==> config.mk <==
export PLATFORM = sky130hd
export DESIGN_NAME = uart_rx_msg
export DESIGN_NICKNAME = d
export VERILOG_FILES = /design/src/rtl/uart_rx_msg.sv
export SDC_FILE = /design/constraint.sdc
export NUM_CORES = 1
export LEC_CHECK = 0
export ABC_AREA = 1
export CORE_MARGIN = 3
export CORE_UTILIZATION = 35
export CTS_BUF_LIST = sky130_fd_sc_hd__clkbuf_16
export DETAILED_ROUTE_END_ITERATION = 12
export SETUP_SLACK_MARGIN = 0.02
export SYNTH_ARGS = -nofsm -noshare
export SYNTH_HDL_FRONTEND = slang
export SYNTH_SLANG_ARGS = --single-unit
==> constraint.sdc <==
create_clock -name clk -period 2.8 [get_ports clk]
set_input_delay 0.28 -clock clk [delete_from_list [all_inputs] [get_ports clk]]
set_output_delay 0.28 -clock clk [all_outputs]
set_load 0.02 [all_outputs]
==> src/rtl/uart_rx_msg.sv <==
// UART receiver: 8 data bits LSB first, optional even parity, one stop bit.
// Each received byte is held on rx_byte with a valid/ack handshake.
// Framing, parity and overrun status travel with the byte.
module uart_rx_msg #(
  parameter int CLKS_PER_BIT = 100,
  parameter bit PARITY_EN    = 1'b0
) (
  input  logic       clk,
  input  logic       nRst,
  input  logic       rx_serial,
  input  logic       rx_ack,
  output logic [7:0] rx_byte,
  output logic       rx_valid,
  output logic       frame_err,
  output logic       parity_err,
  output logic       overrun,
  output logic       busy
);

  localparam int CW = (CLKS_PER_BIT > 2) ? $clog2(CLKS_PER_BIT) : 1;
  localparam logic [CW-1:0] HALF_M1 = CW'(CLKS_PER_BIT / 2 - 1);
  localparam logic [CW-1:0] FULL_M1 = CW'(CLKS_PER_BIT - 1);

  typedef enum logic [2:0] {
    S_IDLE, S_START, S_DATA, S_PARITY, S_STOP, S_DONE, S_BREAK
  } state_t;

  state_t        state_q, state_d;
  logic          sync1_q, sync1_d;
  logic          sync2_q, sync2_d;
  logic [CW-1:0] cnt_q, cnt_d;
  logic [3:0]    idx_q, idx_d;        // holds 0..8
  logic [7:0]    shift_q, shift_d;
  logic          perr_cap_q, perr_cap_d;
  logic          stop_q, stop_d;
  logic [7:0]    rx_byte_q, rx_byte_d;
  logic          rx_valid_q, rx_valid_d;
  logic          frame_err_q, frame_err_d;
  logic          parity_err_q, parity_err_d;
  logic          overrun_q, overrun_d;
  logic          busy_q, busy_d;
  logic          rxs;

  assign rxs = sync2_q;

  // Next-state logic: synchroniser, bit-timing FSM and output handshake
  always_comb begin
    sync1_d      = rx_serial;
    sync2_d      = sync1_q;
    state_d      = state_q;
    cnt_d        = cnt_q;
    idx_d        = idx_q;
    shift_d      = shift_q;
    perr_cap_d   = perr_cap_q;
    stop_d       = stop_q;
    rx_byte_d    = rx_byte_q;
    rx_valid_d   = rx_valid_q;
    frame_err_d  = frame_err_q;
    parity_err_d = parity_err_q;
    overrun_d    = overrun_q;

    // An ack only counts while there is something to acknowledge
    if (rx_ack && rx_valid_q) begin
      rx_valid_d = 1'b0;
      overrun_d  = 1'b0;
    end

    case (state_q)
      S_IDLE: begin
        if (!rxs) begin
          state_d = S_START;
          cnt_d   = '0;
        end
      end
      S_START: begin
        // Re-check the line mid start bit to reject glitches
        if (cnt_q == HALF_M1) begin
          cnt_d = '0;
          if (!rxs) begin
            state_d    = S_DATA;
            idx_d      = 4'd0;
            perr_cap_d = 1'b0;
          end else begin
            state_d = S_IDLE;
          end
        end else begin
          cnt_d = cnt_q + 1'b1;
        end
      end
      S_DATA: begin
        if (cnt_q == FULL_M1) begin
          cnt_d   = '0;
          shift_d = {rxs, shift_q[7:1]};
          idx_d   = idx_q + 4'd1;
          if (idx_q == 4'd7) state_d = PARITY_EN ? S_PARITY : S_STOP;
        end else begin
          cnt_d = cnt_q + 1'b1;
        end
      end
      S_PARITY: begin
        if (cnt_q == FULL_M1) begin
          cnt_d      = '0;
          perr_cap_d = (^shift_q) ^ rxs;
          state_d    = S_STOP;
        end else begin
          cnt_d = cnt_q + 1'b1;
        end
      end
      S_STOP: begin
        if (cnt_q == FULL_M1) begin
          cnt_d   = '0;
          stop_d  = rxs;
          state_d = S_DONE;
        end else begin
          cnt_d = cnt_q + 1'b1;
        end
      end
      S_DONE: begin
        rx_byte_d    = shift_q;
        frame_err_d  = ~stop_q;
        parity_err_d = PARITY_EN ? perr_cap_q : 1'b0;
        rx_valid_d   = 1'b1;
        // Overwriting an unread, un-acked byte is an overrun
        if (rx_valid_q && !rx_ack) overrun_d = 1'b1;
        state_d = rxs ? S_IDLE : S_BREAK;
      end
      S_BREAK: begin
        // A held-low line must return high before the next start bit
        if (rxs) state_d = S_IDLE;
      end
      default: state_d = S_IDLE;
    endcase

    busy_d = (state_d != S_IDLE);
  end

  // State and output registers with synchronous active-low reset
  always_ff @(posedge clk) begin
    if (!nRst) begin
      sync1_q      <= 1'b1;
      sync2_q      <= 1'b1;
      state_q      <= S_IDLE;
      cnt_q        <= '0;
      idx_q        <= 4'd0;
      shift_q      <= 8'h00;
      perr_cap_q   <= 1'b0;
      stop_q       <= 1'b0;
      rx_byte_q    <= 8'h00;
      rx_valid_q   <= 1'b0;
      frame_err_q  <= 1'b0;
      parity_err_q <= 1'b0;
      overrun_q    <= 1'b0;
      busy_q       <= 1'b0;
    end else begin
      sync1_q      <= sync1_d;
      sync2_q      <= sync2_d;
      state_q      <= state_d;
      cnt_q        <= cnt_d;
      idx_q        <= idx_d;
      shift_q      <= shift_d;
      perr_cap_q   <= perr_cap_d;
      stop_q       <= stop_d;
      rx_byte_q    <= rx_byte_d;
      rx_valid_q   <= rx_valid_d;
      frame_err_q  <= frame_err_d;
      parity_err_q <= parity_err_d;
      overrun_q    <= overrun_d;
      busy_q       <= busy_d;
    end
  end

  assign rx_byte    = rx_byte_q;
  assign rx_valid   = rx_valid_q;
  assign frame_err  = frame_err_q;
  assign parity_err = parity_err_q;
  assign overrun    = overrun_q;
  assign busy       = busy_q;

endmodule

==> results.md, run 1 <==
* TritonRoute pass-1 iters at 4
* Final nets at 258
* Status: finished clean
* Hold EP: rxs$_SDFF_PN1_
* Layout area overhead at 19.8%
* CTS buffer count at 5
* Synthesis Warnings at 0
* Die Height at 77.6 µm
* Critical Path Source Type: register
* Drt via density at approximately 4.7
* Pleak at 0.867 nW
* Most frequent cells in the layout: nor2_1 (40), dfxtp_1 (37), nand2_1 (33), inv_1 (23), o21ai_0 (20)
* Average size of a mapped cell at roughly 7.7 µm²
* Port bufs at 15
* CTS tree: yes
* GRT overflow at 0
* Antenna violation net count after detailed routing at 0
* CTS Sinks at 37
* Asr flop ratio synth at 0
* Synth Cell Area at between 1500 and 2000 µm²
* Worst vdd ir at 220 µV
* Setup_tns at 0 ps
* Final hold viol count at 0
* Crit path max fanout at 5
* Endpoint of the worst register-to-register path: busy$_SDFF_PN0_
* Initial antenna violation count at 0
* Post-CTS Hold Buffers at 0
* Total nets after synthesis at 240
* Placed instance count at roughly 310
* MaxCap Viol Count at 0
* # fillers at roughly 500
* #FFs+latches synth at 37
* Most common cell after layout, fill and taps aside: nor2_1
* DRC at 0
* Wirelength per Cell at between 10 and 15 µm
* CTS root buf: clkbuf_16
* Cell Rows at 25
* R2R setup slack at roughly 1200 ps
* Setup bufs post-CTS at 0
* Core ar. at roughly 4800 µm²
* Netlist cell types at 37
* Clock Latency Late Sink at approximately 270 ps
* Fmax at between 600 and 700 MHz
* Ant. Diodes at 0
* First-pass GRT wire length at 6.13 mm
* Number of global-route vias before repair at 1344
* Vias at 1489
* Worst Path Arrival at 1820 ps
* Clock Tree Buf Depth at 2
* Register-to-Register Path Depth at 10
* Chip width at about 78 µm
* Synth Instances at 233
* R2r startpoint: cnt_q[0]$_SDFFE_PN0P_
* Hold WC Path Type: register to register
* DP Wirelength at approximately 2.4 mm
* Io pins at 17
* Cts repair resizes at 0
* Setup crit end kind: register
* WS Path Type: register to register
* Drt initial violations at 66
* WHS Path Cells at 1
* Min-delay src: sync1_q$_SDFF_PN1_
* Final setup fails at 0
* Worst-margin pin slew at a little under 700 ps
* Clock Skew at roughly 6.4 ps
* Share of layout cells above drive strength 1 at 0.139
* Die area at ~6000 µm²
* Seq/Total Area, Yosys at 0.413
* WP data required at slightly below 3000 ps
* Slew HR at 0.546
* Hold slack at roughly 410 ps
* Count of pins over their slew limit at 0
* Largest net degree at the start of global routing at 25
* Non-Filler Instances at between 300 and 400
* Critical path cell sequence: ha_1 > nand2_1 > nor2_1 > nand2_1 > nand2_1 > nand2_1 > nor2_1 > nand2_1 > nand2_1 > nand2_1
* Total track usage at 0.126
* Fin crit period at 1640 ps
* Routed wire length at around 3.4 mm
* Crit share post-route at 0.587
* Reg clk slew, reported paths at approximately 50 ps
* Routability cong. at roughly 0.79
* P per Cell Area at between 500 and 600 nW/µm²
* Crit path largest cell delay at 430 ps
* Power Total at around 1.1 mW
* H-Tree Depth at 2
* RSZ-0062 raised after global routing: no
* CP max-delay cell: dfxtp_1
* Primary FF master, synth: dfxtp_1
* Post-synth EDFFs at 0
* Cell mode on critical path: nand2_1
* Initial core utilization at 0.370
[worst max path at each step]
| stage | startpoint | end | slack [ps] | depth (start not counted) |
|---|---|---|---|---|
| finish | cnt_q[0]$_SDFFE_PN0P_ | busy$_SDFF_PN0_ | 1160 | 10 |
| global route | cnt_q[0]$_SDFFE_PN0P_ | busy$_SDFF_PN0_ | 960 | 10 |
| CTS | state_q[0]$_SDFF_PN0_ | rx_byte[4]$_SDFFE_PN0P_ | 1130 | 3 |
| detailed placement | nRst | sync1_q$_SDFF_PN1_ | 990 | 4 |
| global placement | nRst | rxs$_SDFF_PN1_ | 1020 | 4 |
| floorplan | cnt_q[0]$_SDFFE_PN0P_ | busy$_SDFF_PN0_ | 1390 | 10 |
[worst max-delay path, delay by kind of cell (launching register included)]
kind                     cells  cell delay, ps
AND/OR/NAND/NOR              9             780
adder cells (fa/ha/maj)      1             320
flip-flops                   1             430
[layer usage]
layer	up-vias	track usage	wire, µm
li1	786	-	-
met1	665	0.167	1660
met2	36	0.193	1520
met3	2	0.0394	167
met4	0	0.0480	29
met5	-	0	0
[stage by stage]
step / cell area [µm²] / setup slack [ps] / utilization
floorplan: 1790 / 1390 / -
global placement: 2010 / 1020 / 0.415
detailed placement: 2010 / 990 / 0.415
CTS: 2150 / 1130 / 0.443
global route: 2150 / 963 / 0.443
finish: 2150 / 1160 / 0.443
[power breakdown]
| group | internal (mW) | switching, mW | leakage, nW |
|---|---|---|---|
| Combinational | 0.0223 | 0.0355 | 0.505 |
| Clock | 0.321 | 0.196 | 0.0633 |
| Sequential | 0.533 | 0.00733 | 0.299 |
| Total | 0.876 | 0.239 | 0.867 |
[synth_stat cells, types with 2 or more instances]
library cell / instances / share of area
nand4_1: 2 / 0.0070
a21oi_1: 18 / 0.050
inv_1: 23 / 0.048
dfxtp_1: 37 / 0.41
o21ai_0: 20 / 0.056
clkbuf_1: 4 / 0.0084
nand3_1: 15 / 0.042
nor2_2: 3 / 0.010
nor2_1: 40 / 0.084
nand2_1: 33 / 0.069
ha_1: 3 / 0.021
nor2_4: 3 / 0.019
or2_2: 2 / 0.0070
nand2_4: 4 / 0.025
o21ai_1: 2 / 0.0056
nand2_2: 2 / 0.0070
inv_2: 2 / 0.0042
[registers in the layout, indices dropped and copies added (netlist names), 3 cells and up, named ones only]
name,cells
cnt_q,7
idx_q,4
rx_byte,8
shift_q,8
state_q,3
[cell families after synthesis]
kind of cell / after synthesis / share of synthesized area
AND/OR/NAND/NOR: 110 / 0.331
AO/OA/AOI/OAI: 46 / 0.144
flip-flops: 37 / 0.413
buffers and inverters: 34 / 0.0795
adder cells (fa/ha/maj): 3 / 0.0209
XOR/XNOR: 2 / 0.00976
other: 1 / 0.00209
[area by class of cell]
type | instances | area (µm²) | share of cell area
multi-input cells | 162 | 911 | 0.424
repair buffers | 16 | 158 | 0.0733
inverters | 29 | 120 | 0.0559
flip-flops and latches | 37 | 741 | 0.345
clock buffers | 5 | 125 | 0.0582
well taps | 67 | 83.8 | 0.0390
clock inverters | 2 | 11.3 | 0.00524
Power figures use the tool's default switching activity.
==> run 2: changes to the inputs <==
==> constraint.sdc (replaced) <==
create_clock -name clk -period 1.49 [get_ports clk]
set_input_delay 0.149 -clock clk [delete_from_list [all_inputs] [get_ports clk]]
set_output_delay 0.149 -clock clk [all_outputs]
set_load 0.02 [all_outputs]
==> run 2 against run 1 <==
  * Cell area up 8.7%
  * Global-route usage increased by 0.48 points
  * Utilization rose by 3.9 points
  * Die area unchanged
  * Setup slack got worse by 1100 ps
  * Largest cell class unchanged
  * Highest routed layer unchanged
==> results.md, run 2 (synthesized netlist as in run 1, its figures left out) <==
* Chip width at 77.6 µm (unchanged)
* Crit path largest cell delay at 610 ps (was 430 ps)
* Clock Latency Late Sink at 280 ps (was 270 ps)
* Worst Path Arrival at 1260 ps (was 1820 ps)
* Worst vdd ir at 626 µV (was 220 µV)
* Clock Tree Buf Depth at 2 (unchanged)
* Core ar. at 4850 µm² (unchanged)
* Setup crit end kind: output pin (was register)
* DRC at 0 (unchanged)
* P_sw at 512 µW (was 239 µW)
* Clock Skew at 4.76 ps (was 6.42 ps)
* Die Height at 77.6 µm (unchanged)
* CP top delay family: buffers and inverters (was simple AND/OR/NAND/NOR gates)
* CTS tree: yes (unchanged)
* Routability cong. at 0.860 (was 0.794)
* P per Cell Area at 1010 nW/µm² (was 518 nW/µm²)
* CTS buffer count at 5 (unchanged)
* CTS root buf: clkbuf_16 (unchanged)
* GRT overflow at 0 (unchanged)
* Reg power frac at 0.430 (was 0.484)
* Crit share post-route at 0.945
* Critical path cell sequence: clkdlybuf4s50_1 (was ha_1 > nand2_1 > nor2_1 > nand2_1 > nand2_1 > nand2_1 > nor2_1 > nand2_1 > nand2_1 > nand2_1)
* Reg clk slew, reported paths at 60 ps (was 50 ps)
* Die area at 6020 µm² (unchanged)
* Most frequent cells in the layout: nor2_1 (37), dfxtp_1 (35), nand2_1 (31), inv_1 (21), o21ai_0 (20) (was nor2_1 (40), dfxtp_1 (37), nand2_1 (33), inv_1 (23), o21ai_0 (20))
* Fin crit period at approximately 1400 ps
* Crit path max fanout at 4 (was 5)
* Wirelength per Cell at 11.2 µm (was 10.6 µm)
* Cell-internal power at 1.85 mW (was 876 µW)
* CTS Sinks at 37 (unchanged)
* WS Path Type: register to output pin (was register to register)
* Port bufs at 15 (unchanged)
* Critical Path Source Type: register (unchanged)
* Fmax at 710 MHz
* Drt via density at 4.52 (was 4.68)
* TritonRoute pass-1 iters at 4 (unchanged)
* DP Wirelength at 2.60 mm (was 2.42 mm)
* Initial core utilization at 0.370 (unchanged)
* Routed wire length at 3.69 mm (was 3.38 mm)
* Status: finished clean (unchanged)
* H-Tree Depth at 2 (unchanged)
* Layout area overhead at 30.3% (was 19.8%)
* Final hold viol count at 0 (unchanged)
* Pleak at 0.953 nW (was 0.867 nW)
* Buf/Inv on CP at 1 (was 0)
* Antenna violation net count after detailed routing at 0 (unchanged)
* Post-CTS Hold Buffers at 0 (unchanged)
* Drt initial violations at 62 (was 66)
* Final setup fails at 0 (unchanged)
* Hold WC Path Type: register to register (unchanged)
* CP max-delay cell: clkdlybuf4s50_1 (was dfxtp_1)
* Clock Power Share at 0.515 (was 0.464)
* Ant. Diodes at 0 (unchanged)
* First-pass GRT wire length at 6.15 mm (was 6.13 mm)
* Io pins at 17 (unchanged)
* Hold slack at 427 ps (was 414 ps)
* Power share of the combinational group at 0.055 (was 0.052)
* Cell Rows at 25 (unchanged)
* Most common cell after layout, fill and taps aside: nor2_1 (unchanged)
* WP data required at 1340 ps (was 2970 ps)
* MaxCap Viol Count at 0 (unchanged)
* Count of pins over their slew limit at 0 (unchanged)
* Final nets at 269 (was 258)
* Setup_tns at 0 ps (unchanged)
* Vias at 1492 (was 1489)
* Sw frac at 0.217 (was 0.214)
* Total track usage at 0.131 (was 0.126)
* Number of global-route vias before repair at 1345 (was 1344)
* Initial antenna violation count at 0 (unchanged)
* Share of layout cells above drive strength 1 at 0.232 (was 0.139)
* Largest net degree at the start of global routing at 24 (was 25)
* RSZ-0062 raised after global routing: yes (was no)
## run 2: changes by cell type in the layout (fill, tap and decap cells not counted), sizes merged
cell | previous run | this run
buf | 1 | 11
bufinv | 0 | 1
nand2 | 40 | 41
## run 2: worst paths after layout
path	from	to	slack [ps]	cells past startpoint
setup reg to reg	cnt_q[0]$_SDFFE_PN0P_	idx_q[1]$_SDFFE_PN0P_	90	9
setup / recovery	rx_valid$_SDFFE_PN0P_	rx_valid	80	1
hold / removal	sync1_q$_SDFF_PN1_	rxs$_SDFF_PN1_	430	1
hold reg to reg	sync1_q$_SDFF_PN1_	rxs$_SDFF_PN1_	430	1
## run 2: final cells by class
cell class / instances / area (µm²)
inverter: 29 / 120
fill: 489 / 2510
clock inverter: 3 / 46.3
sequential: 37 / 748
tap: 67 / 83.8
multi-input combinational: 163 / 965
timing repair buffer: 26 / 249
clock buffer: 5 / 125
## run 2: worst register-to-register path, stage by stage (launching register included)
cell	delay (ps)
dfxtp_4	380
ha_4	140
buf_6	110
nand2_4	60
nor2_8	180
nand2_8	100
inv_6	110
nor2_2	50
a21oi_1	110
nor2_1	50
## run 2: power groups by stage
stage | registers (mW) | clock network [mW] | logic, mW
finish | 1.01 | 1.22 | 0.131
detailed placement | 1.03 | 0 | 0.120
global placement | 1.03 | 0 | 0.121
floorplan | 1.03 | 0 | 0.0788
CTS | 1.01 | 1.25 | 0.120
global route | 1.02 | 1.29 | 0.148
## run 2: layer usage
metal  wire length, µm  GRT usage
met2              1580      0.184
met4                93     0.0623
met1              1880      0.181
met3               132     0.0418
met5                 0          0
## run 2: metrics by stage
step	instances	worst slack (ps)	cell area [µm²]	util	total power, mW
floorplan	233	76.6	1790	-	1.11
global placement	319	42.7	2070	0.428	1.15
detailed placement	319	25.7	2070	0.428	1.15
CTS	327	29.7	2250	0.463	2.38
global route	330	-24.4	2340	0.482	2.45
finish	330	82.0	2340	0.482	2.36
## run 2: timing repair
| item | in CTS | in global routing |
|---|---|---|
| resized for setup | 1 | 17 |
| setup buffers | 0 | 2 |
| gates cloned | 0 | 1 |
| endpoints found under the setup margin | 1 | 14 |
| pin swaps | 0 | 6 |
==> run 3: changes to the inputs <==
--- a/config.mk
+++ b/config.mk
@@ -6,11 +6,12 @@
 export NUM_CORES = 1
 export LEC_CHECK = 0
 export ABC_AREA = 1
-export CORE_MARGIN = 3
+export CORE_MARGIN = 2
 export CORE_UTILIZATION = 35
 export CTS_BUF_LIST = sky130_fd_sc_hd__clkbuf_16
 export DETAILED_ROUTE_END_ITERATION = 12
 export SETUP_SLACK_MARGIN = 0.02
+export SKIP_CTS_REPAIR_TIMING = 1
 export SYNTH_ARGS = -nofsm -noshare
 export SYNTH_HDL_FRONTEND = slang
 export SYNTH_SLANG_ARGS = --single-unit
==> run 3 against run 2 <==
  * Wire length is 2.5% lower
  * Cell area is 0.80% higher
  * Setup slack better by 9.0 ps
  * Critical endpoint is now busy$_SDFF_PN0_
  * Largest power group unchanged
  * Highest routed layer unchanged
==> results.md, run 3 (synthesized netlist as in run 1, its figures left out) <==
* Hold slack at 411 ps (was 427 ps)
* Pleak at 0.967 nW (was 0.953 nW)
* CTS Sinks at 37 (unchanged)
* Fin crit period at 1400 ps (was 1410 ps)
* P per Cell Area at 1000 nW/µm² (was 1010 nW/µm²)
* Number of global-route vias before repair at 1272 (was 1345)
* CTS tree: yes (unchanged)
* First-pass GRT wire length at 5.84 mm (was 6.15 mm)
* Dpl ws at 12.6 ps (was 25.7 ps)
* Largest net degree at the start of global routing at 24 (unchanged)
* Wirelength per Cell at 10.7 µm (was 11.2 µm)
* WS Path Type: register to register (was register to output pin)
* Initial antenna violation count at 0 (unchanged)
* Multi-input logic area at 965 µm² (unchanged)
* Clock Power Share at 0.513 (was 0.515)
* DP Wirelength at 2.49 mm (was 2.60 mm)
* Final nets at 271 (was 269)
* Clock Latency Late Sink at 280 ps (about the same)
* Power Total at 2.36 mW (about the same)
* CP top delay family: simple AND/OR/NAND/NOR gates (was buffers and inverters)
* Hold WC Path Type: register to register (unchanged)
* Setup crit end kind: register (was output pin)
* Worst setup margin at 91.0 ps (was 82.0 ps)
* WHS Path Cells at 1 (unchanged)
* Critical path cell sequence: inv_2 > ha_4 > inv_1 > nor2_2 > nand3b_4 > nand2_2 > nand2_2 > nor2_4 > nand2_1 > nand2_1 > nand2_1 (was clkdlybuf4s50_1)
* Clock Skew at 4.16 ps (was 4.76 ps)
* Ant. Diodes at 0 (unchanged)
* DRC at 0 (unchanged)
* Cell mode on critical path: nand2_1
* Drt via density at 4.54 (was 4.52)
* Buf/Inv on CP at 2 (was 1)
* Total track usage at 0.137 (was 0.131)
* RSZ-0062 raised after global routing: yes (unchanged)
* Register-to-Register Path Depth at 11 (was 9)
* Die Height at 75.6 µm (was 77.6 µm)
* MaxCap Viol Count at 0 (unchanged)
* Crit share post-route at 0.939 (was 0.945)
* Core ar. at 5040 µm² (was 4850 µm²)
* Cell-internal power at 1.85 mW (about the same)
* Routed wire length at 3.59 mm (was 3.69 mm)
* Port bufs at 15 (unchanged)
* Most common cell after layout, fill and taps aside: nor2_1 (unchanged)
* # fillers at 511 (was 489)
* Reg clk slew, reported paths at 60 ps (about the same)
* Layout area overhead at 31.3% (was 30.3%)
* P_sw at 510 µW (was 512 µW)
* Clock Tree Buf Depth at 2 (unchanged)
* Status: finished clean (unchanged)
* Drt initial violations at 73 (was 62)
* Reg power frac at 0.430 (about the same)
* Fmax at 715 MHz (was 710 MHz)
* Most frequent cells in the layout: nor2_1 (37), dfxtp_1 (34), nand2_1 (31), inv_1 (22), o21ai_0 (20) (was nor2_1 (37), dfxtp_1 (35), nand2_1 (31), inv_1 (21), o21ai_0 (20))
* CP Depth at 11 (was 1)
* Critical Path Source Type: register (unchanged)
* Count of pins over their slew limit at 0 (unchanged)
* Register area at 749 µm² (was 748 µm²)
* Vias at 1522 (was 1492)
* Worst Path Arrival at 1580 ps (was 1260 ps)
* Initial core utilization at 0.356 (was 0.370)
* CTS buffer count at 5 (unchanged)
* Final hold viol count at 0 (unchanged)
* Worst vdd ir at 619 µV (was 626 µV)
* Antenna violation net count after detailed routing at 0 (unchanged)
* Crit path largest cell delay at 360 ps (was 610 ps)
* Chip width at 75.6 µm (was 77.6 µm)
* Io pins at 17 (unchanged)
* Cell Rows at 26 (was 25)
* CTS root buf: clkbuf_16 (unchanged)
* H-Tree Depth at 2 (unchanged)
* Crit path max fanout at 5 (was 4)
* TritonRoute pass-1 iters at 4 (unchanged)
* Non-Filler Instances at 335 (was 330)
* Sw frac at 0.216 (was 0.217)
* CP max-delay cell: dfxtp_4 (was clkdlybuf4s50_1)
* Die area at 5720 µm² (was 6020 µm²)
* Power share of the combinational group at 0.056 (was 0.055)
* Share of layout cells above drive strength 1 at 0.230 (was 0.232)
* WP data required at 1670 ps (was 1340 ps)
* Routability cong. at 0.813 (was 0.860)
* Placed instance count at 320 (was 319)
* GRT overflow at 0 (unchanged)
* Final setup fails at 0 (unchanged)
==> run 3: changes by cell type in the layout (fill, tap and decap cells not counted), sizes merged <==
cell and change:
inv -1, clkinv +1, buf +2
==> run 3: power groups by stage <==
stage,Sequential (mW),Clock [mW],Combinational [mW]
after floorplan,1.03,0,0.0788
after global placement,1.03,0,0.115
after detailed placement,1.03,0,0.114
after CTS,1.01,1.25,0.114
after global routing,1.02,1.28,0.148
final,1.02,1.21,0.133
==> run 3: stage by stage <==
step	setup TNS, ps	area, µm²	util
global placement	0	2060	0.409
finish	0	2360	0.467
CTS	-3.56	2230	0.443
detailed placement	0	2060	0.409
global route	-6.80	2360	0.467
floorplan	0	1790	-
==> run 3: worst reg2reg max path, stage by stage (launching register included) <==
cell and delay (ps):
dfxtp_4 360, inv_2 60, ha_4 110, inv_1 40
nor2_2 140, nand3b_4 140, nand2_2 120, nand2_2 70
nor2_4 120, nand2_1 60, nand2_1 50, nand2_1 40
==> run 3: area by class of cell <==
cell class,count,area share
Sequential cell,37,0.318
Clock inverter,3,0.0196
Clock buffer,5,0.0531
Multi-Input combinational cell,163,0.409
Tap cell,70,0.0372
Timing Repair Buffer,28,0.108
Inverter,29,0.0542
==> run 3: routing by layer <==
layer,global-route usage,part of all wire,routed length [µm],vias to the layer above
met3,0.0410,0.034,121,6
met2,0.201,0.45,1610,22
met5,0,0,0,-
li1,-,-,-,814
met4,0.0585,0.019,70,0
met1,0.186,0.50,1790,680
==> run 3: path summary, 6_finish.rpt <==
check	from	to	slack, ps
max	cnt_q[1]$_SDFFE_PN0P_	busy$_SDFF_PN0_	90
min	sync1_q$_SDFF_PN1_	rxs$_SDFF_PN1_	410
max reg2reg	cnt_q[1]$_SDFFE_PN0P_	busy$_SDFF_PN0_	90
min reg2reg	sync1_q$_SDFF_PN1_	rxs$_SDFF_PN1_	410
